$ cat config.mk
export PLATFORM = sky130hd
export DESIGN_NAME = tff_bank_sequencer
export DESIGN_NICKNAME = d
export VERILOG_FILES = /design/src/rtl/tff_bank_sequencer.sv
export SDC_FILE = /design/constraint.sdc
export NUM_CORES = 1
export LEC_CHECK = 0
export ABC_CLOCK_PERIOD_IN_PS = 5200
export BUFFER_PORTS_ARGS = -buffer_cell sky130_fd_sc_hd__buf_2
export CAP_MARGIN = 20
export CORE_AREA = 5 5 54 56
export DETAILED_ROUTE_END_ITERATION = 16
export DIE_AREA = 0 0 59 61
export HOLD_SLACK_MARGIN = 0.1
export PLACE_DENSITY = 0.66
export SYNTH_ARGS = -nofsm -noshare
export SYNTH_HDL_FRONTEND = slang
export SYNTH_SLANG_ARGS = --single-unit
export TNS_END_PERCENT = 10
$ cat constraint.sdc
create_clock -name clk -period 5.2 [get_ports clk]
set_clock_uncertainty 0.1 [all_clocks]
set_input_delay 0.26 -clock clk [delete_from_list [all_inputs] [get_ports clk]]
set_output_delay 0.26 -clock clk [all_outputs]
set_load 0.02 [all_outputs]
$ cat src/rtl/tff_bank_sequencer.sv
// Sequencer that steers an external T flip-flop bank to a target value, either by
// counting up/down one step per cycle or by a single-cycle direct load.
module tff_bank_sequencer #(
  parameter int WIDTH = 4
) (
  input  logic             clk,
  input  logic             reset,
  input  logic             start,
  input  logic [1:0]       mode,
  input  logic [WIDTH-1:0] target,
  input  logic             abort,
  input  logic [WIDTH-1:0] q,
  output logic [WIDTH-1:0] t,
  output logic             busy,
  output logic             done,
  output logic [WIDTH:0]   steps
);

  localparam logic [1:0] S_IDLE = 2'd0;
  localparam logic [1:0] S_LOAD = 2'd1;
  localparam logic [1:0] S_RUN  = 2'd2;
  localparam logic [1:0] S_DONE = 2'd3;

  logic [1:0]       r_state;
  logic             r_down;
  logic [WIDTH-1:0] r_target;
  logic [WIDTH:0]   r_steps;

  logic [WIDTH-1:0] w_upT;
  logic [WIDTH-1:0] w_downT;
  logic [WIDTH-1:0] w_diff;
  logic             w_atTarget;
  logic             w_stepsMax;

  assign w_diff     = q ^ r_target;
  assign w_atTarget = (q == r_target);
  assign w_stepsMax = &r_steps;

  // Ripple toggle chains: a bit toggles once every lower bit is at its carry/borrow value.
  always_comb begin
    w_upT      = '0;
    w_downT    = '0;
    w_upT[0]   = 1'b1;
    w_downT[0] = 1'b1;
    for (int i = 1; i < WIDTH; i++) begin
      w_upT[i]   = w_upT[i-1] & q[i-1];
      w_downT[i] = w_downT[i-1] & ~q[i-1];
    end
  end

  always_comb begin
    t = '0;
    case (r_state)
      S_LOAD: if (!abort) t = w_diff;
      S_RUN:  if (!abort && !w_atTarget) t = r_down ? w_downT : w_upT;
      default: t = '0;
    endcase
  end

  // Abort wins over reaching the target; steps is left untouched on abort.
  always_ff @(posedge clk or negedge reset) begin
    if (!reset) begin
      r_state  <= S_IDLE;
      r_down   <= 1'b0;
      r_target <= '0;
      r_steps  <= '0;
    end else begin
      case (r_state)
        S_IDLE: begin
          if (start) begin
            r_down   <= mode[0];
            r_target <= target;
            r_steps  <= '0;
            r_state  <= mode[1] ? S_LOAD : S_RUN;
          end
        end
        S_LOAD: begin
          if (abort) begin
            r_state <= S_IDLE;
          end else begin
            r_steps <= {{WIDTH{1'b0}}, |w_diff};
            r_state <= S_DONE;
          end
        end
        S_RUN: begin
          if (abort) begin
            r_state <= S_IDLE;
          end else if (w_atTarget) begin
            r_state <= S_DONE;
          end else if (!w_stepsMax) begin
            r_steps <= r_steps + {{WIDTH{1'b0}}, 1'b1};
          end
        end
        default: r_state <= S_IDLE;
      endcase
    end
  end

  assign busy  = (r_state == S_LOAD) || (r_state == S_RUN);
  assign done  = (r_state == S_DONE);
  assign steps = r_steps;

endmodule
---- Yosys cells after proc, flatten, opt, wreduce, memory -nomap -nowiden ----
Index checks and enable logic that the tools add are counted.
cells by class
  reduce and logical (&&, ||, !) cells .... 11
  add/subtract/negate cells ............... 1
  muxes and demuxes ....................... 16
  equal/unequal tests ..................... 10
  bitwise operators ....................... 8
operator list
  cell                                            number
  2-to-1 mux 5 bit                                5
  one-hot mux 5 bit (3 select lines)              1
  2-to-1 mux 4 bit                                3
  2-to-1 mux 2 bit                                5
  inequality test 2 bit (second input constant)   5
  one-hot mux 4 bit (2 select lines)              1
  one-hot mux 2 bit (3 select lines)              1
  AND reduction 6 bit                             1
  adder 5 x 1 -> 5 bit (second input constant)    1
  AND reduction 5 bit                             1
  bitwise AND 1 bit                               4
  == test 2 bit (second input constant)           2
  == test 4 bit                                   1
  AND reduction 2 bit                             2
  OR reduction 4 bit                              1
  XOR 4 bit                                       1
  inequality test 3 bit (second input constant)   1
  NOT 1 bit                                       3
  nonzero test 3 bit                              1
  == test 2 x 1 -> 1 bit (second input constant)  1
  logical NOT 1 bit                               2
  logical NOT 2 bit                               1
  logical AND 1 bit                               1
  logical OR 1 bit                                1
word-level totals
  word-level logic and storage cells ...... 50
  flip-flop bits (word level) ............. 12

---- Depth between registers and ports, before layout ----
Gate-level depths: netlist of run 1.
  depth in word-level cells ............... 6
  mapped depth ............................ 7
  mapped depth without buffers ............ 7

---- Worst setup path before layout of run 1 ----
OpenSTA, ideal clock, no wires.
  path kind ............................... register to register
  start point ............................. register r_steps[0], in the netlist steps[0]
  end point ............................... register r_steps[4], in the netlist steps[4]
  library setup time ...................... 0.125 ns
  arrival ................................. 1.848 ns
  cell stages (with the launch flop) ...... 8
  clock period less this slack ............ 2.073 ns
  setup slack ............................. 3.127 ns
  path through ............................ dfrtp_1 ha_1 and3_1 ha_1 nor2_1 o41ai_4 a21oi_2 mux2_2
between the ends
  longest elaborated chain between the ends .. 5
RTL lines
  item                                RTL line  source
  from (decl)                         27        logic [WIDTH:0] r_steps;
  from (signal assigned)              81        r_steps <= {{WIDTH{1'b0}}, |w_diff};
  from (signal assigned)              91        r_steps <= r_steps + {{WIDTH{1'b0}}, 1'b1};
  adder 5 x 1 -> 5 bit                91
  2-to-1 mux 5 bit                    90        end else if (!w_stepsMax) begin
  2-to-1 mux 5 bit                    88        end else if (w_atTarget) begin
  2-to-1 mux 5 bit                    86        if (abort) begin
  one-hot mux 5 bit (3 select lines)  68        case (r_state)
Parallel ways exist; a longest one is shown, timed or not. The select of a mux whose other input is x is not followed.
A chain may end at the register's enable or synchronous reset.

---- Worst setup path in the final report of run 1 ----
  start point ............................. register r_state[0]
  end point ............................... register r_steps[0], in the netlist steps[0]
between the ends
  longest elaborated chain between the ends .. 3
RTL lines
  item                                                                          RTL line  source
  from (decl)                                                                   24        logic [1:0] r_state;
  from (signal assigned)                                                        74        r_state <= mode[1] ? S_LOAD : S_RUN;
  == test 2 bit (tied with other cells)                                         68
  inequality test 2 bit (no source line) or nonzero test 3 bit (tied branches)  n/a
  AND reduction 6 bit (no source line)                                          n/a
Parallel ways exist; a longest one is shown, timed or not.

==> impl_metrics.ini, run 1 <==
[synthesis]
netlist_area_pre_place_sq_um = 885.9
synth_compound_gate_area_share_pct = 12.15
synth.mux.area_fraction_pct = 12.71
yosys.area_share.simple_pct = 24.29
synth-seq-area-share_pct = 33.90
syn-num-nets = 105
synthXorXnorAreaFrac_pct = 6.780
syn_area_per_cell_sq_um = 10.42
postSynthRegisterBits = 12
synthDistinctLibCells = 31
yosys.area_share.adder_pct = 8.475
netlist_instances = 85
synth_top_family_by_area = simple AND/OR/NAND/NOR gates
synth.yosys.warnings = 0

[sta]
slew_violations = 0
layout_worst_path_cycle_share_pct = 46.35
finalCriticalPeriod_ps = 2410
worst_margin_pin_slew_ps = 1022
slew_headroom_pct = 30.97
setup_total_negative_slack_ps = 0
setup_viol_count_final = 0
setup_slack_ps = 2790
grt_setup_unrepaired = false
finalHoldViolations = 0
max_freq_ghz = 0.4149

[global_route]
grt.met1_usage_pct = 15.63
grt-busiest-layer = met2
combined_global_route_utilization_of_all_metal_layers_pct = 11.61
grt_overflow_total = 0
met3_usage_pct = 2.553
via_count_of_the_first_global_routing_pass = 693
antenna_found_initial = 0
grt.met2_usage_pct = 17.67
grt_pass1_wl_um = 3153
grt_start_max_net_pins = 15

[floorplanning]
die_h_um = 61
die_area_sq_um = 3599
placementRows = 18
die_x_um = 59
design.portCount = 25
core-area_sq_um = 2387
initial_core_util_pct = 37.11

[placement]
postPlaceCellArea_sq_um = 1036
finalWeightedCongestion = 0.8027
place_hpwl_um = 1496
port-buffer-count = 24
preCtsSetupSlack_ps = 2794

[run]
maxCapViolations = 0

[cells_and_area]
fin_nets = 134
n_antenna_cell = 0
area_delta_synth_final_pct = 23.31
layout.cells.most_common_list = 24 x sky130_fd_sc_hd__buf_2, 12 x sky130_fd_sc_hd__dfrtp_1, 8 x sky130_fd_sc_hd__mux2_2
final_area_sq_um = 1092
mostFrequentLayoutCell = sky130_fd_sc_hd__buf_2
final_layout_size_suffix_gt1_share_pct = 37.17

[worst_setup_path]
required_ps = 5260
setup.worst_path.class = register to register
timing.critical_path.from_type = register
reg2reg_depth = 5
worst-path-max-fanout = 12
crit_path_arrival_time_ps = 2470
cp-end-kind = register

[drt]
via_count = 732
routed_via_density = 5.119
route.final.wire_length_um = 1899
wl_per_cell_um = 13.28
final_antenna_net_count = 0
detail_route.first_pass.iterations = 4
drcViolationCount = 0
dr.first_iter.drc_count = 9

[pwr]
power_per_cell_area_nw_per_um2 = 502.2
vdd.ir_drop.worst_uv = 213.6
power.static_leakage_nw = 0.5341

[clocking]
clock_root_buffer_master = sky130_fd_sc_hd__clkbuf_4
cts_resized = 0
cts_post_setup_buffers_inserted = 0
cts-hold-fix-buffers = 1
clkSlewWorstSetupHoldPaths_ps = 80
cts_tree = yes
clockBufferDepth = 2
cts.sinks = 12
clkLatencyLatePin_ps = 270
clock_tree.htree_level_count = 1
cts-buffers-inserted = 3

[worst_hold_path]
worst_hold_path_type = input pin to register
hold-path-cell-count = 2

[status]
outcome = completed
through the flow:
| stage | utilization (%) | instances | power (mW) | hold slack, ps |
|---|---|---|---|---|
| after floorplan | - | 85 | 0.4006 | -135.6 |
| after global placement | 43.40 | 137 | 0.4657 | 50.50 |
| after detailed placement | 43.40 | 137 | 0.4762 | 60.39 |
| after CTS | 45.34 | 142 | 0.5540 | 104.6 |
| after global routing | 45.75 | 143 | 0.5918 | 101.6 |
| final | 45.75 | 143 | 0.5486 | 110.3 |
path summary, 6_finish.rpt:
check                                   startpoint                       to  slack [ps]
min                                      target[3]  r_target[3]$_DFFE_PN0P_         110
max in group asynchronous                    reset   r_state[1]$_DFFE_PN0P_        4500
min in group asynchronous                    reset     steps[0]$_DFFE_PN0P_         280
min reg2reg                r_target[3]$_DFFE_PN0P_  r_target[3]$_DFFE_PN0P_         440
max                         r_state[0]$_DFFE_PN0P_     steps[0]$_DFFE_PN0P_        2790
max reg2reg                 r_state[0]$_DFFE_PN0P_     steps[0]$_DFFE_PN0P_        2790
metal layers:
metal / routed length [um] / vias up
li1: - / 369
met1: 834 / 335
met2: 923 / 24
met3: 114 / 4
met4: 27 / 0
met5: 0 / -
layout make-up:
type                       count  area, sq um
sequential                    12        300.3
timing repair buffer          26        140.1
tap                           30        37.54
inverter                       2        7.507
fill                         242         1295
clock buffer                   4        36.28
multi-input combinational     69        570.5
sequential cells by signal, indices dropped and copies added, names as in the netlist:
name      count
r_target      4
r_down        1
r_state       2
steps         5
kinds of logic after synthesis:
logic type,after synthesis
mux,10
xor+xnor,6
flops,12
compound gates,12
simple gates,35
buf+inv,4
fa+ha+maj,6
power breakdown:
| group | internal [mW] | switching (mW) | total, mW |
|---|---|---|---|
| registers | 0.126 | 0.0298 | 0.155 |
| logic | 0.133 | 0.184 | 0.318 |
| clock network | 0.0426 | 0.0329 | 0.0755 |
cells in the mapped netlist (all sizes together):
cell type  number  share of area [%]
ha              6                8.5
o41ai           1                3.1
a21oi           4                2.7
nand3b          2                1.7
and3            3                2.1
nor4            1               0.71
nand2b          2                1.4
inv             2               0.85
nor2b           7                5.8
a32oi           1               0.99
or2b            2                1.7
o311ai          1               0.99
xor2            6                6.8
clkbuf          2               0.85
o21ai           1               0.56
nand4b          2                2.0
or4             1               0.85
mux2           10                 13
a22oi           2                1.7
nand3           3                1.7
o41a            1                1.4
nor2            1               0.42
dfrtp          12                 34
nand2           7                3.0
or3             1               0.85
o22ai           1               0.71
nand4           3                2.1
worst max-delay path: stages, from the launching register on:
cell and delay, ps:
sky130_fd_sc_hd__dfrtp_1 400, sky130_fd_sc_hd__inv_1 80, sky130_fd_sc_hd__ha_1 340, sky130_fd_sc_hd__o311ai_0 900
sky130_fd_sc_hd__a21oi_2 120, sky130_fd_sc_hd__mux2_1 360
Note: power is estimated with default switching activity, not from simulation.
==> inputs of run 2 (changes only) <==
--- a/config.mk
+++ b/config.mk
@@ -5,7 +5,7 @@
 export SDC_FILE = /design/constraint.sdc
 export NUM_CORES = 1
 export LEC_CHECK = 0
-export ABC_CLOCK_PERIOD_IN_PS = 5200
+export ABC_CLOCK_PERIOD_IN_PS = 2400
 export BUFFER_PORTS_ARGS = -buffer_cell sky130_fd_sc_hd__buf_2
 export CAP_MARGIN = 20
 export CORE_AREA = 5 5 54 56
==> constraint.sdc (replaced) <==
create_clock -name clk -period 2.4 [get_ports clk]
set_clock_uncertainty 0.1 [all_clocks]
set_input_delay 0.12 -clock clk [delete_from_list [all_inputs] [get_ports clk]]
set_output_delay 0.12 -clock clk [all_outputs]
set_load 0.02 [all_outputs]
==> run 2 against run 1 <==
  * Power is 120% higher
  * Via count is 3.1% higher
  * Sequential cell count stayed put
  * Combinational power is 130% higher
  * Setup slack worse by 2600 ps
  * Die area stayed put
  * Critical path depth is 2 higher
  * Wire length is 5.1% higher
  * Core utilization is 2.0 points higher
  * Critical path type is now register to primary output
==> impl_metrics.ini, run 2 (same netlist as run 1, synthesis figures left out) <==
[global_route]
via_count_of_the_first_global_routing_pass = 738
antenna_found_initial = 0
grt_start_max_net_pins = 15
grt_overflow_total = 0
grt_pass1_wl_um = 3167
combined_global_route_utilization_of_all_metal_layers_pct = 11.84

[floorplanning]
placementRows = 18
initial_core_util_pct = 37.11
core-area_sq_um = 2387
die_area_sq_um = 3599
die_x_um = 59
die_h_um = 61
design.portCount = 25

[clocking]
clockBufferDepth = 2
clock_tree.htree_level_count = 1
clkSlewWorstSetupHoldPaths_ps = 70
cts_post_setup_buffers_inserted = 0
clock_root_buffer_master = sky130_fd_sc_hd__clkbuf_4
clkLatencyLatePin_ps = 280
cts.sinks = 12
cts_tree = yes
cts-buffers-inserted = 3

[drt]
dr.first_iter.drc_count = 8
via_count = 755
wl_per_cell_um = 13.48
detail_route.first_pass.iterations = 5
final_antenna_net_count = 0
routed_via_density = 5.101
drcViolationCount = 0
route.final.wire_length_um = 1995

[cells_and_area]
fraction_of_the_core_area_covered_by_cells_at_the_end_of_the_flow_pct = 47.75
fin_nets = 139
n_antenna_cell = 0
area_delta_synth_final_pct = 28.67
final_layout_size_suffix_gt1_share_pct = 36.44
layout.cells.most_common_list = 24 x sky130_fd_sc_hd__buf_2, 12 x sky130_fd_sc_hd__dfrtp_1, 8 x sky130_fd_sc_hd__mux2_2
largest_register_ffs = 5
mostFrequentLayoutCell = sky130_fd_sc_hd__buf_2

[sta]
worst_margin_pin_slew_ps = 501.4
setup_viol_count_final = 0
finalCriticalPeriod_ps = 2200
grt_setup_unrepaired = false
max_freq_ghz = 0.4545
slew_headroom_pct = 66.46
finalHoldViolations = 0
layout_worst_path_cycle_share_pct = 91.67
setup_total_negative_slack_ps = 0
slew_violations = 0

[worst_setup_path]
cp-end-kind = primary output
required_ps = 2180
cp_top_family = flip-flops
worstSetupStartpoint = r_state[0]$_DFFE_PN0P_
setup.worst_path.class = register to primary output
crit_path_arrival_time_ps = 1980
worst_path_most_repeated_cell = sky130_fd_sc_hd__nor2b_1
worst-path-max-fanout = 12
critical_path.cell_chain = inv_1 -> ha_1 -> nor2b_1 -> o41a_2 -> a32oi_1 -> nor2b_1 -> buf_2
critical-path-slowest-cell = sky130_fd_sc_hd__dfrtp_1
reg2reg_from = steps[0]$_DFFE_PN0P_
cp_num_buf_inv = 2
critical-path-max-stage-delay_ps = 410
timing.critical_path.from_type = register

[status]
outcome = completed

[placement]
place_hpwl_um = 1538
finalWeightedCongestion = 0.8238
port-buffer-count = 24

[pwr]
power_per_cell_area_nw_per_um2 = 1068
vdd.ir_drop.worst_uv = 505.1
power.static_leakage_nw = 0.5556

[run]
maxCapViolations = 0

[worst_hold_path]
worst_hold_path_type = input pin to async pin
==> run 2: cell types whose count changed in the layout (fill, tap and decap cells not counted) <==
| cell | delta |
|---|---|
| sky130_fd_sc_hd__buf_4 | +1 |
| sky130_fd_sc_hd__dlygate4sd3_1 | +4 |
==> run 2: cell type report <==
type | instances | area (sq um)
fillers | 241 | 1247
multi-input cells | 69 | 570.5
flip-flops and latches | 12 | 300.3
repair buffers | 31 | 187.7
well taps | 30 | 37.54
clock buffers | 4 | 36.28
inverters | 2 | 7.507
==> run 2: timing repair <==
item                                   4_1_cts  5_1_grt
gates resized for setup                      0        0
endpoints found under the hold margin       17        0
hold buffers                                 6        0
==> run 2: path summary, 6_finish.rpt <==
| kind | cells past startpoint | endpoint | slack (ps) |
|---|---|---|---|
| setup / recovery | 7 | t[3] | 200 |
| hold / removal | 2 | r_target[3]$_DFFE_PN0P_ | 130 |
| setup reg to reg | 7 | steps[4]$_DFFE_PN0P_ | 270 |
| hold reg to reg | 1 | r_target[2]$_DFFE_PN0P_ | 430 |
| max in group asynchronous | 2 | r_state[1]$_DFFE_PN0P_ | 1850 |
| min in group clk | 4 | r_state[0]$_DFFE_PN0P_ | 160 |
==> run 2: metal layers <==
metal,GRT usage (%),up-vias,routed length [um]
met5,0,-,0
met2,19.87,17,981
li1,-,378,-
met1,13.45,353,861
met3,2.340,7,98
met4,8.414,0,54
==> run 2: power by group <==
part / switching [mW] / internal (mW) / total, mW
Sequential: 0.0630 / 0.272 / 0.335
Combinational: 0.408 / 0.311 / 0.718
Clock: 0.0719 / 0.0925 / 0.164
==> run 2: stage by stage <==
stage / instance area [sq um] / total power, mW / hold slack, ps / setup WS (ps) / instances
after floorplan: 885.9 / 0.8680 / -275.6 / 327.5 / 85
after global placement: 1044 / 1.030 / -85.74 / 367.5 / 138
after detailed placement: 1044 / 1.060 / -84.33 / 289.3 / 138
after CTS: 1140 / 1.231 / 139.4 / 194.0 / 148
after global routing: 1140 / 1.305 / 158.9 / 55.92 / 148
final: 1140 / 1.218 / 129.9 / 199.8 / 148
